==> config.mk <==
export PLATFORM = sky130hd
export DESIGN_NAME = wr_mem_burst
export DESIGN_NICKNAME = d
export VERILOG_FILES = /design/src/rtl/wr_mem_burst.sv
export SDC_FILE = /design/constraint.sdc
export NUM_CORES = 1
export LEC_CHECK = 0
export ABC_AREA = 0
export BUFFER_PORTS_ARGS = -buffer_cell sky130_fd_sc_hd__buf_4
export CAP_MARGIN = 20
export CELL_PAD_IN_SITES_DETAIL_PLACEMENT = 2
export CELL_PAD_IN_SITES_GLOBAL_PLACEMENT = 2
export CORE_AREA = 2 2 137 139
export DETAILED_ROUTE_END_ITERATION = 10
export DIE_AREA = 0 0 139 141
export PLACE_DENSITY = 0.84
export SLEW_MARGIN = 10
export SYNTH_ARGS = -nofsm -noshare
export SYNTH_HDL_FRONTEND = slang
export SYNTH_SLANG_ARGS = --single-unit
==> constraint.sdc <==
create_clock -name memclk -period 5 [get_ports memclk]
set_input_delay 0.25 -clock memclk [delete_from_list [all_inputs] [get_ports memclk]]
set_output_delay 0.25 -clock memclk [all_outputs]
set_load 0.05 [all_outputs]
==> src/rtl/wr_mem_burst.sv <==
// ---------------------------------------------------------------------------
// wr_mem_burst
//   Moves one video line from a first-word-fall-through source FIFO into the
//   MCB write port. A line is made of BRST_NUM bursts of BRST_LEN words. For
//   each burst, the block streams the words into the MCB write-data FIFO and
//   then issues one WRITE command. After the last burst it hands the port
//   back to the arbiter through memcon_donep. Frame buffers are ping-ponged
//   on the rising edge of vs, and this edge is applied only between lines.
//
// Ports
//   memclk, rst          clock and asynchronous active-high reset
//   vs                   vertical sync (pclk domain, synchronised here)
//   memcon_en            arbiter grant
//   memcon_donep         line done, held for 4 cycles
//   arb_state            arbiter state, commands only at 2'b00
//   src_dout/empty/count source FIFO read side
//   src_rd_en            source FIFO pop
//   mcb_wr_*             MCB write-data port
//   mcb_cmd_*            MCB command port
//   wr_frame             frame buffer currently being written
// ---------------------------------------------------------------------------
module wr_mem_burst #(
  parameter int DWIDTH   = 128,
  parameter int BRST_LEN = 60,
  parameter int BRST_NUM = 4,
  parameter int LINES    = 1080
) (
  input  logic                  memclk,
  input  logic                  rst,
  input  logic                  vs,
  input  logic                  memcon_en,
  output logic                  memcon_donep,
  input  logic [1:0]            arb_state,
  input  logic [DWIDTH-1:0]     src_dout,
  input  logic                  src_empty,
  input  logic [6:0]            src_count,
  output logic                  src_rd_en,
  output logic                  mcb_wr_en,
  output logic [DWIDTH-1:0]     mcb_wr_data,
  output logic [DWIDTH/8-1:0]   mcb_wr_mask,
  input  logic                  mcb_wr_full,
  output logic                  mcb_cmd_en,
  output logic [2:0]            mcb_cmd_instr,
  output logic [5:0]            mcb_cmd_bl,
  output logic [29:0]           mcb_cmd_byte_addr,
  input  logic                  mcb_cmd_full,
  output logic                  wr_frame
);

  localparam int BW = (BRST_NUM > 1) ? $clog2(BRST_NUM) : 1;

  typedef enum logic [2:0] {
    S_IDLE  = 3'd0,
    S_FILL  = 3'd1,
    S_ISSUE = 3'd2,
    S_CMD   = 3'd3,
    S_DONE  = 3'd4
  } state_t;

  state_t          r_state;
  state_t          w_state_nxt;

  logic            r_vs_s1;
  logic            r_vs_s2;
  logic            r_vs_s3;
  logic            r_pend;
  logic            r_frame;
  logic [10:0]     r_line;
  logic [BW-1:0]   r_burst;
  logic [6:0]      r_wcnt;
  logic [2:0]      r_done_cnt;
  logic            r_cmd_en;
  logic [29:0]     r_addr;

  logic            w_push;
  logic            w_start;
  logic            w_fire;
  logic            w_frame_evt;
  logic            w_next_burst;
  logic            w_done_entry;
  logic            w_src_ok;
  logic            w_vs_rise;
  logic [12:0]     w_offset;

  assign w_vs_rise = r_vs_s2 & ~r_vs_s3;
  assign w_src_ok  = (src_count >= 7'(BRST_LEN));
  // Byte offset of the burst within the line: 16 bytes per MCB word.
  assign w_offset  = 13'(32'(r_burst) * 32'(BRST_LEN) * 32'd16);

  assign src_rd_en         = w_push;
  assign mcb_wr_en         = w_push;
  assign mcb_wr_data       = src_dout;
  assign mcb_wr_mask       = '0;
  assign mcb_cmd_en        = r_cmd_en;
  assign mcb_cmd_instr     = 3'b000;
  assign mcb_cmd_bl        = 6'(BRST_LEN - 1);
  assign mcb_cmd_byte_addr = r_addr;
  assign wr_frame          = r_frame;
  assign memcon_donep      = (r_done_cnt != 3'd0);

  always_ff @(posedge memclk or posedge rst) begin
    if (rst) begin
      r_state <= S_IDLE;
    end else begin
      r_state <= w_state_nxt;
    end
  end

  always_comb begin
    w_state_nxt  = r_state;
    w_push       = 1'b0;
    w_start      = 1'b0;
    w_fire       = 1'b0;
    w_frame_evt  = 1'b0;
    w_next_burst = 1'b0;
    w_done_entry = 1'b0;
    case (r_state)
      S_IDLE: begin
        // A pending frame switch takes priority and costs one idle cycle.
        if (r_pend) begin
          w_frame_evt = 1'b1;
        end else if (memcon_en && !memcon_donep && w_src_ok) begin
          w_state_nxt = S_FILL;
          w_start     = 1'b1;
        end
      end
      S_FILL: begin
        w_push = ~src_empty & ~mcb_wr_full;
        if (w_push && (r_wcnt == 7'(BRST_LEN - 1))) begin
          w_state_nxt = S_ISSUE;
        end
      end
      S_ISSUE: begin
        if (!mcb_cmd_full && (arb_state == 2'b00)) begin
          w_fire      = 1'b1;
          w_state_nxt = S_CMD;
        end
      end
      S_CMD: begin
        // Next burst starts only once a whole burst is already buffered, so
        // FILL never starves partway through.
        if (r_burst == BW'(BRST_NUM - 1)) begin
          w_state_nxt  = S_DONE;
          w_done_entry = 1'b1;
        end else if (w_src_ok) begin
          w_state_nxt  = S_FILL;
          w_start      = 1'b1;
          w_next_burst = 1'b1;
        end
      end
      S_DONE: begin
        w_state_nxt = S_IDLE;
      end
      default: begin
        w_state_nxt = S_IDLE;
      end
    endcase
  end

  always_ff @(posedge memclk or posedge rst) begin
    if (rst) begin
      r_vs_s1    <= 1'b0;
      r_vs_s2    <= 1'b0;
      r_vs_s3    <= 1'b0;
      r_pend     <= 1'b0;
      r_frame    <= 1'b0;
      r_line     <= '0;
      r_burst    <= '0;
      r_wcnt     <= '0;
      r_done_cnt <= '0;
      r_cmd_en   <= 1'b0;
      r_addr     <= '0;
    end else begin
      r_vs_s1  <= vs;
      r_vs_s2  <= r_vs_s1;
      r_vs_s3  <= r_vs_s2;
      r_cmd_en <= w_fire;

      // A new edge wins over the clear so that no vsync is ever dropped.
      if (w_vs_rise) begin
        r_pend <= 1'b1;
      end else if (w_frame_evt) begin
        r_pend <= 1'b0;
      end

      if (w_frame_evt) begin
        r_frame <= ~r_frame;
      end

      if (w_frame_evt) begin
        r_line <= '0;
      end else if (r_state == S_DONE) begin
        r_line <= (r_line == 11'(LINES - 1)) ? 11'd0 : r_line + 11'd1;
      end

      if (r_state == S_DONE) begin
        r_burst <= '0;
      end else if (w_next_burst) begin
        r_burst <= r_burst + BW'(1);
      end

      if (w_start) begin
        r_wcnt <= '0;
      end else if (w_push) begin
        r_wcnt <= r_wcnt + 7'd1;
      end

      if (w_fire) begin
        r_addr <= {5'd0, r_frame, r_line, w_offset};
      end

      if (w_done_entry) begin
        r_done_cnt <= 3'd4;
      end else if (r_done_cnt != 3'd0) begin
        r_done_cnt <= r_done_cnt - 3'd1;
      end
    end
  end

endmodule

==> flow_metrics.env, run 1 <==
export IMPL_met3RoutedLength_um=946
export IMPL_clkSinkCount=49
export IMPL_setup_tns_ns=0
export IMPL_syn_avg_cell_area_um2=9.446
export IMPL_rows=50
export IMPL_n_fill_cell=2107
export IMPL_start_point_of_the_worst_min_delay_path="vs"
export IMPL_slew_headroom=0.2837
export IMPL_track_usage=0.07917
export IMPL_hold_class="input pin to flop"
export IMPL_drive_above_1_share=0.2367
export IMPL_fin_ws_ns=2.846
export IMPL_critical_path_startpoint_type="flop"
export IMPL_seq_area_um2=1226
export IMPL_timing_final_crit_period_ns=2.154
export IMPL_postLayoutCoreUtil=0.1729
export IMPL_post_route_fraction_of_the_period_consumed_by_the_critical_path=0.4308
export IMPL_rsz0062_at_grt="no"
export IMPL_slew_at_the_pin_closest_to_its_max_slew_limit_ns=1.071
export IMPL_power_per_cell_area_nw_per_um2=451.8
export IMPL_worstSetupPathType="flop to primary output"
export IMPL_core_area_um2=18270
export IMPL_drc_errors_left=0
export IMPL_ioPinCount=332
export IMPL_route_detailed_vias_per_inst=3.816
export IMPL_r2r_end="mcb_cmd_byte_addr[22]"
export IMPL_whs_endpoint="r_vs_s1"
export IMPL_synth_top_family_by_area="buffers and inverters"
export IMPL_route_final_wire_length_mm=8.120
export IMPL_antenna_cells=0
export IMPL_p_leak_nw=1.478
export IMPL_crit_reg2reg_launch="r_state[2]"
export IMPL_first_iter_violations=79
export IMPL_synthesis_yosys_warnings=0
export IMPL_fin_area_um2=3159
export IMPL_post_drt_wl_per_cell_um=15.71
export IMPL_number_of_synthesized_register_bits=49
export IMPL_htree_depth=2
export IMPL_clock_skew_ns=0.005795
export IMPL_layout_area_growth_over_synthesis_pct=-10.81
export IMPL_synth_cell_type_count=41
export IMPL_worst_hold_path_num_cells=1
export IMPL_vdd_drop_max_mv=0.1260
export IMPL_dp_hpwl_mm=5.945
export IMPL_cts_repair_resize_count=0
export IMPL_grt_pass1_wl_mm=12.34
export IMPL_total_power_mw=1.427
export IMPL_synth_compound_area_share=0.05440
export IMPL_reg2reg_depth=3
export IMPL_fraction_of_the_mapped_netlist_area_in_adder_cells=0.02473
export IMPL_grt_max_degree=50
export IMPL_outcome="finished clean"
export IMPL_worst_setup_slack_post_dpl_ns=2.731
export IMPL_synth_sequential_area_ratio=0.3462
export IMPL_worst_path_max_fanout=11
export IMPL_number_of_iterations_in_the_first_detailed_routing_pass=4
export IMPL_dieWidth_um=139
export IMPL_final_hold_viol_count=0
export IMPL_io_buffers=36
export IMPL_placed_standard_cell_area_um2=2957
export IMPL_fp_dieArea_um2=19600
export IMPL_xor_and_xnor_area_share_after_synthesis=0.03462
export IMPL_final_common_cell="sky130_fd_sc_hd__dfrtp_1"
export IMPL_setup_violations=0
export IMPL_initial_core_util=0.1939
export IMPL_floorplan_die_height_um=141
export IMPL_clock_path_buffers=2
export IMPL_m1WireLength_mm=2.863
export IMPL_timing_reg2reg_setup_slack_ns=2.86
export IMPL_cts_made_buffers=5
export IMPL_critPathCaptureType="primary output"
export IMPL_met2WireLength_mm=4.001
export IMPL_syn_area_um2=3542
export IMPL_tritoncts_clock_tree="built"
export IMPL_signal_arrival_time_at_the_worst_endpoint_ns=1.90
export IMPL_critPathRequiredTime_ns=4.75
export IMPL_clock_root_buffer="sky130_fd_sc_hd__clkbuf_16"
export IMPL_highest_layer="met4"
export IMPL_post_synth_inst_count=375
export IMPL_globalplace_congestion=0.7284
export IMPL_finish_net_count=433
export IMPL_multi_input_comb_area_um2=1126
export IMPL_final_cell_mix="49 x sky130_fd_sc_hd__dfrtp_1, 37 x sky130_fd_sc_hd__conb_1, 36 x sky130_fd_sc_hd__buf_4, 21 x sky130_fd_sc_hd__nor2_1, 16 x sky130_fd_sc_hd__mux2_2"
export IMPL_max_cap_violations=0
export IMPL_synthSimpleGateAreaFrac=0.1141
export IMPL_final_antenna_violating_net_count=0
export IMPL_worst_setup_hold_path_clk_slew_ns=0.07
export IMPL_timing_final_max_slew_violations=0
export IMPL_max_freq_mhz=464.2
export IMPL_muxShareOfSynthArea=0.05087
export IMPL_antenna_found_initial=0
export IMPL_grt_overflow=0
export IMPL_worst_skew_pair_late_latency_ns=0.29
export IMPL_grt_pass1_vias=2189
export IMPL_via_count=1973
[registers in the layout (all words and copies together), names as in the netlist, 2 cells and up]
signal and count:
mcb_cmd_byte_addr 17, r_line 11, r_wcnt 7, r_done_cnt 3
r_state 3, r_burst 2
[cells by family (layout without fill, tap and decap cells)]
logic type | count (synthesis) | in the layout
buf+inv | 184 | 57
simple gates | 75 | 75
flops | 49 | 49
compound gates | 28 | 28
mux | 16 | 16
xor+xnor | 14 | 14
fa+ha+maj | 7 | 7
other cells | 2 | 37
[worst max-delay path, stage by stage, from the launching register on]
cell and delay (ns):
sky130_fd_sc_hd__dfrtp_1 0.51, sky130_fd_sc_hd__nor3b_2 0.56, sky130_fd_sc_hd__nand2_1 0.20, sky130_fd_sc_hd__inv_1 0.13
sky130_fd_sc_hd__buf_4 0.21
[per-stage QoR]
step                      hold slack [ns]  instances
after floorplan                    0.2814        410
after global placement             0.3428        507
after detailed placement           0.3549        507
after CTS                         0.06577        515
after global routing              0.06434        517
final                             0.07074        517
[power by group]
part | internal [mW] | switching, mW | leakage [nW] | total (mW)
logic | 0.153 | 0.343 | 0.738 | 0.496
clock network | 0.250 | 0.147 | 0.0841 | 0.397
registers | 0.465 | 0.0696 | 0.656 | 0.535
[layer usage]
metal,global-route usage,vias up
met3,0.04552,41
met5,0,-
met1,0.08105,959
met4,0.03721,0
met2,0.1312,132
li1,-,841
[cells in the mapped netlist (all sizes together)]
cell     count  area share
a211o        1      0.0025
a211oi       1      0.0021
a21oi        3      0.0042
a22oi        1      0.0021
a32o         2      0.0057
a41oi        1      0.0025
and2         2      0.0035
and4         1      0.0025
buf        170        0.36
clkbuf       3      0.0032
conb         2      0.0021
dfrtp       49        0.35
ha           7       0.025
inv         11       0.012
mux2        16       0.051
nand2       15       0.016
nand2b       2      0.0035
nand3       10       0.014
nand4        5      0.0088
nand4bb      1      0.0032
nor2        22       0.025
nor3         3      0.0042
nor3b        4       0.011
nor4         4      0.0071
nor4bb       1      0.0028
o211a        1      0.0028
o21ai       15       0.024
o311ai       1      0.0025
o31a         1      0.0025
o41a         1      0.0032
or2          1      0.0018
or3          1      0.0018
or4          2      0.0053
or4b         1      0.0028
xnor2        8       0.020
xor2         6       0.015
[final cells by class]
type | instances | area share
Multi-Input combinational cell | 177 | 0.3564
Inverter | 11 | 0.01307
Clock buffer | 7 | 0.04515
Clock inverter | 1 | 0.009505
Tap cell | 234 | 0.09267
Timing Repair Buffer | 38 | 0.09505
Sequential cell | 49 | 0.3881
[how the worst max path moves through the flow]
stage	from	endpoint	cells after the start
6_report	r_state[2]	src_rd_en	4
5_1_grt	r_state[2]	mcb_cmd_byte_addr[24]	3
4_1_cts	r_state[2]	src_rd_en	4
3_5_place_dp	arb_state[0]	mcb_cmd_byte_addr[22]	4
3_3_place_gp	arb_state[1]	mcb_cmd_byte_addr[18]	4
2_1_floorplan	r_state[2]	src_rd_en	5
[what timing repair did]
item | 4_1_cts | 5_1_grt
hold endpoints to repair | 0 | 11
hold buffers | 0 | 1
buffers inserted | 0 | 0
Note: power is estimated with default switching activity, not from simulation.
==> run 2, diff against run 1 <==
--- a/config.mk
+++ b/config.mk
@@ -10,10 +10,10 @@
 export CAP_MARGIN = 20
 export CELL_PAD_IN_SITES_DETAIL_PLACEMENT = 2
 export CELL_PAD_IN_SITES_GLOBAL_PLACEMENT = 2
-export CORE_AREA = 2 2 137 139
+export CORE_AREA = 2 2 140 142
 export DETAILED_ROUTE_END_ITERATION = 10
-export DIE_AREA = 0 0 139 141
-export PLACE_DENSITY = 0.84
+export DIE_AREA = 0 0 142 144
+export PLACE_DENSITY = 0.81
 export SLEW_MARGIN = 10
 export SYNTH_ARGS = -nofsm -noshare
 export SYNTH_HDL_FRONTEND = slang
==> constraint.sdc (replaced) <==
create_clock -name memclk -period 2.15 [get_ports memclk]
set_input_delay 0.1075 -clock memclk [delete_from_list [all_inputs] [get_ports memclk]]
set_output_delay 0.1075 -clock memclk [all_outputs]
set_load 0.05 [all_outputs]
==> flow_metrics.env, run 2 (same netlist as run 1, synthesis figures left out) <==
export IMPL_number_of_iterations_in_the_first_detailed_routing_pass=4
export IMPL_slew_at_the_pin_closest_to_its_max_slew_limit_ns=0.7447
export IMPL_htree_depth=2
export IMPL_rsz0062_at_grt="no"
export IMPL_critPathRequiredTime_ns=2.32
export IMPL_cell_internal_pwr_mw=1.878
export IMPL_fin_worst_hold_slack_ns=-0.009937
export IMPL_dp_hpwl_mm=5.959
export IMPL_power_per_cell_area_nw_per_um2=1006
export IMPL_power_switching_fraction=0.4084
export IMPL_critical_path_startpoint_type="flop"
export IMPL_ioPinCount=332
export IMPL_timing_final_max_slew_violations=0
export IMPL_seqPwrFrac=0.392
export IMPL_drc_errors_left=0
export IMPL_rows=51
export IMPL_setup_violations=0
export IMPL_hold_class="input pin to async pin"
export IMPL_io_buffers=36
export IMPL_max_cap_violations=0
export IMPL_fp_dieArea_um2=20450
export IMPL_p_leak_nw=1.476
export IMPL_floorplan_die_height_um=144
export IMPL_stdcell_count=524
export IMPL_fin_ws_ns=0.2367
export IMPL_worst_skew_pair_late_latency_ns=0.29
export IMPL_dieWidth_um=142
export IMPL_post_route_fraction_of_the_period_consumed_by_the_critical_path=0.8899
export IMPL_vdd_drop_max_mv=0.3206
export IMPL_via_count=1991
export IMPL_clkSinkCount=49
export IMPL_initial_core_util=0.1857
export IMPL_slew_headroom=0.4983
export IMPL_clock_path_buffers=2
export IMPL_clock_root_buffer="sky130_fd_sc_hd__clkbuf_16"
export IMPL_tritoncts_clock_tree="built"
export IMPL_track_usage=0.07463
export IMPL_worstSetupPathType="flop to flop"
export IMPL_route_detailed_vias_per_inst=3.800
export IMPL_first_iter_violations=31
export IMPL_cts_made_buffers=5
export IMPL_final_cell_mix="49 x sky130_fd_sc_hd__dfrtp_1, 40 x sky130_fd_sc_hd__buf_4, 37 x sky130_fd_sc_hd__conb_1, 21 x sky130_fd_sc_hd__nor2_1, 16 x sky130_fd_sc_hd__mux2_2"
export IMPL_drive_above_1_share=0.2483
export IMPL_grt_max_degree=50
export IMPL_layout_area_growth_over_synthesis_pct=-10.91
export IMPL_antenna_cells=0
export IMPL_critPathCaptureType="flop"
export IMPL_signal_arrival_time_at_the_worst_endpoint_ns=2.08
export IMPL_failing_checks="negative hold slack"
export IMPL_grt_pass1_vias=2149
export IMPL_final_common_cell="sky130_fd_sc_hd__dfrtp_1"
export IMPL_setup_tns_ns=0
export IMPL_globalplace_congestion=0.7636
export IMPL_outcome="finished, violations left"
export IMPL_post_drt_wl_per_cell_um=14.58
export IMPL_core_area_um2=19080
export IMPL_worst_setup_slack_post_dpl_ns=0.2321
export IMPL_pwr_share_clk=0.247
export IMPL_buffer_count_from_post_cts_setup_fixing=0
export IMPL_largest_register_ff_count=17
export IMPL_max_freq_mhz=522.6
export IMPL_worst_path_max_fanout=4
export IMPL_route_final_wire_length_mm=7.640
export IMPL_grt_pass1_wl_mm=11.84
export IMPL_final_hold_viol_count=12
export IMPL_antenna_found_initial=0
export IMPL_comb_power_share=0.362
export IMPL_finish_net_count=436
export IMPL_dp_cells=515
export IMPL_clock_skew_ns=0.01328
export IMPL_n_fill_cell=2171
export IMPL_worst_setup_hold_path_clk_slew_ns=0.07
export IMPL_grt_overflow=0
export IMPL_timing_final_crit_period_ns=1.913
export IMPL_power_switching_mw=1.296
export IMPL_final_antenna_violating_net_count=0
## run 2: cell count changes in the layout (fill, tap and decap cells not counted)
| cell | before | now |
|---|---|---|
| sky130_fd_sc_hd__nor3b_4 | 0 | 1 |
| sky130_fd_sc_hd__clkinv_2 | 0 | 1 |
| sky130_fd_sc_hd__buf_4 | 36 | 40 |
| sky130_fd_sc_hd__bufinv_16 | 1 | 0 |
| sky130_fd_sc_hd__clkbuf_8 | 1 | 0 |
| sky130_fd_sc_hd__clkinv_4 | 0 | 2 |
| sky130_fd_sc_hd__nor3b_2 | 2 | 1 |
| sky130_fd_sc_hd__clkbuf_1 | 1 | 0 |
| sky130_fd_sc_hd__buf_12 | 1 | 0 |
## run 2: repair_timing
item	4_1_cts	5_1_grt
endpoints found under the hold margin	1	0
hold buffers	1	0
endpoints found under the setup margin	0	2
resized for setup	0	1
## run 2: worst paths after layout
kind / from / to / slack (ns) / cells past startpoint
worst min-delay path: rst / r_line[9] / -0.01 / 3
worst max register to register: r_wcnt[0] / r_state[0] / 0.24 / 5
min in group memclk: src_empty / r_wcnt[1] / 0.15 / 4
worst max-delay path: r_wcnt[0] / r_state[0] / 0.24 / 5
worst min register to register: r_vs_s1 / r_vs_s2 / 0.35 / 0
max in group asynchronous: rst / mcb_cmd_byte_addr[10] / 1.73 / 3
## run 2: routing by layer
metal	GRT usage	up-vias	part of all wire
met4	0.04895	0	0.054
met5	0	-	0
met3	0.03576	54	0.10
met2	0.1226	104	0.47
met1	0.07616	987	0.37
li1	-	846	-
## run 2: critical path: stages (launching register included)
cell,delay (ns)
sky130_fd_sc_hd__dfrtp_1,0.39
sky130_fd_sc_hd__ha_1,0.17
sky130_fd_sc_hd__nor3b_1,0.42
sky130_fd_sc_hd__nand3_1,0.18
sky130_fd_sc_hd__a22oi_1,0.28
sky130_fd_sc_hd__mux2_2,0.37
## run 2: cell type report
cell class,instances,area [um2],area share
timing repair buffer,41,310.3,0.09833
inverter,11,41.29,0.01308
sequential,49,1226,0.3886
tap,238,297.8,0.09437
clock buffer,5,125.1,0.03965
multi-input combinational,177,1132,0.3588
clock inverter,3,22.52,0.007137
## run 2: stage by stage
step                hold WS (ns)    util  cell area (um2)  total power, mW
floorplan                 0.1389       -             3674            2.787
global placement          0.2153  0.1568             2992            2.320
detailed placement        0.2153  0.1568             2992            2.416
CTS                      0.01844  0.1651             3149            3.230
global route             0.06123  0.1654             3156            3.388
finish                 -0.009937  0.1654             3156            3.174
## run 2: power groups by stage
stage                     combinational, mW  clock, mW  sequential, mW
after floorplan                        1.46          0            1.33
after global placement                 1.09          0            1.23
after detailed placement               1.16          0            1.26
after CTS                              1.17      0.820            1.24
after global routing                   1.26      0.856            1.27
final                                  1.15      0.783            1.24
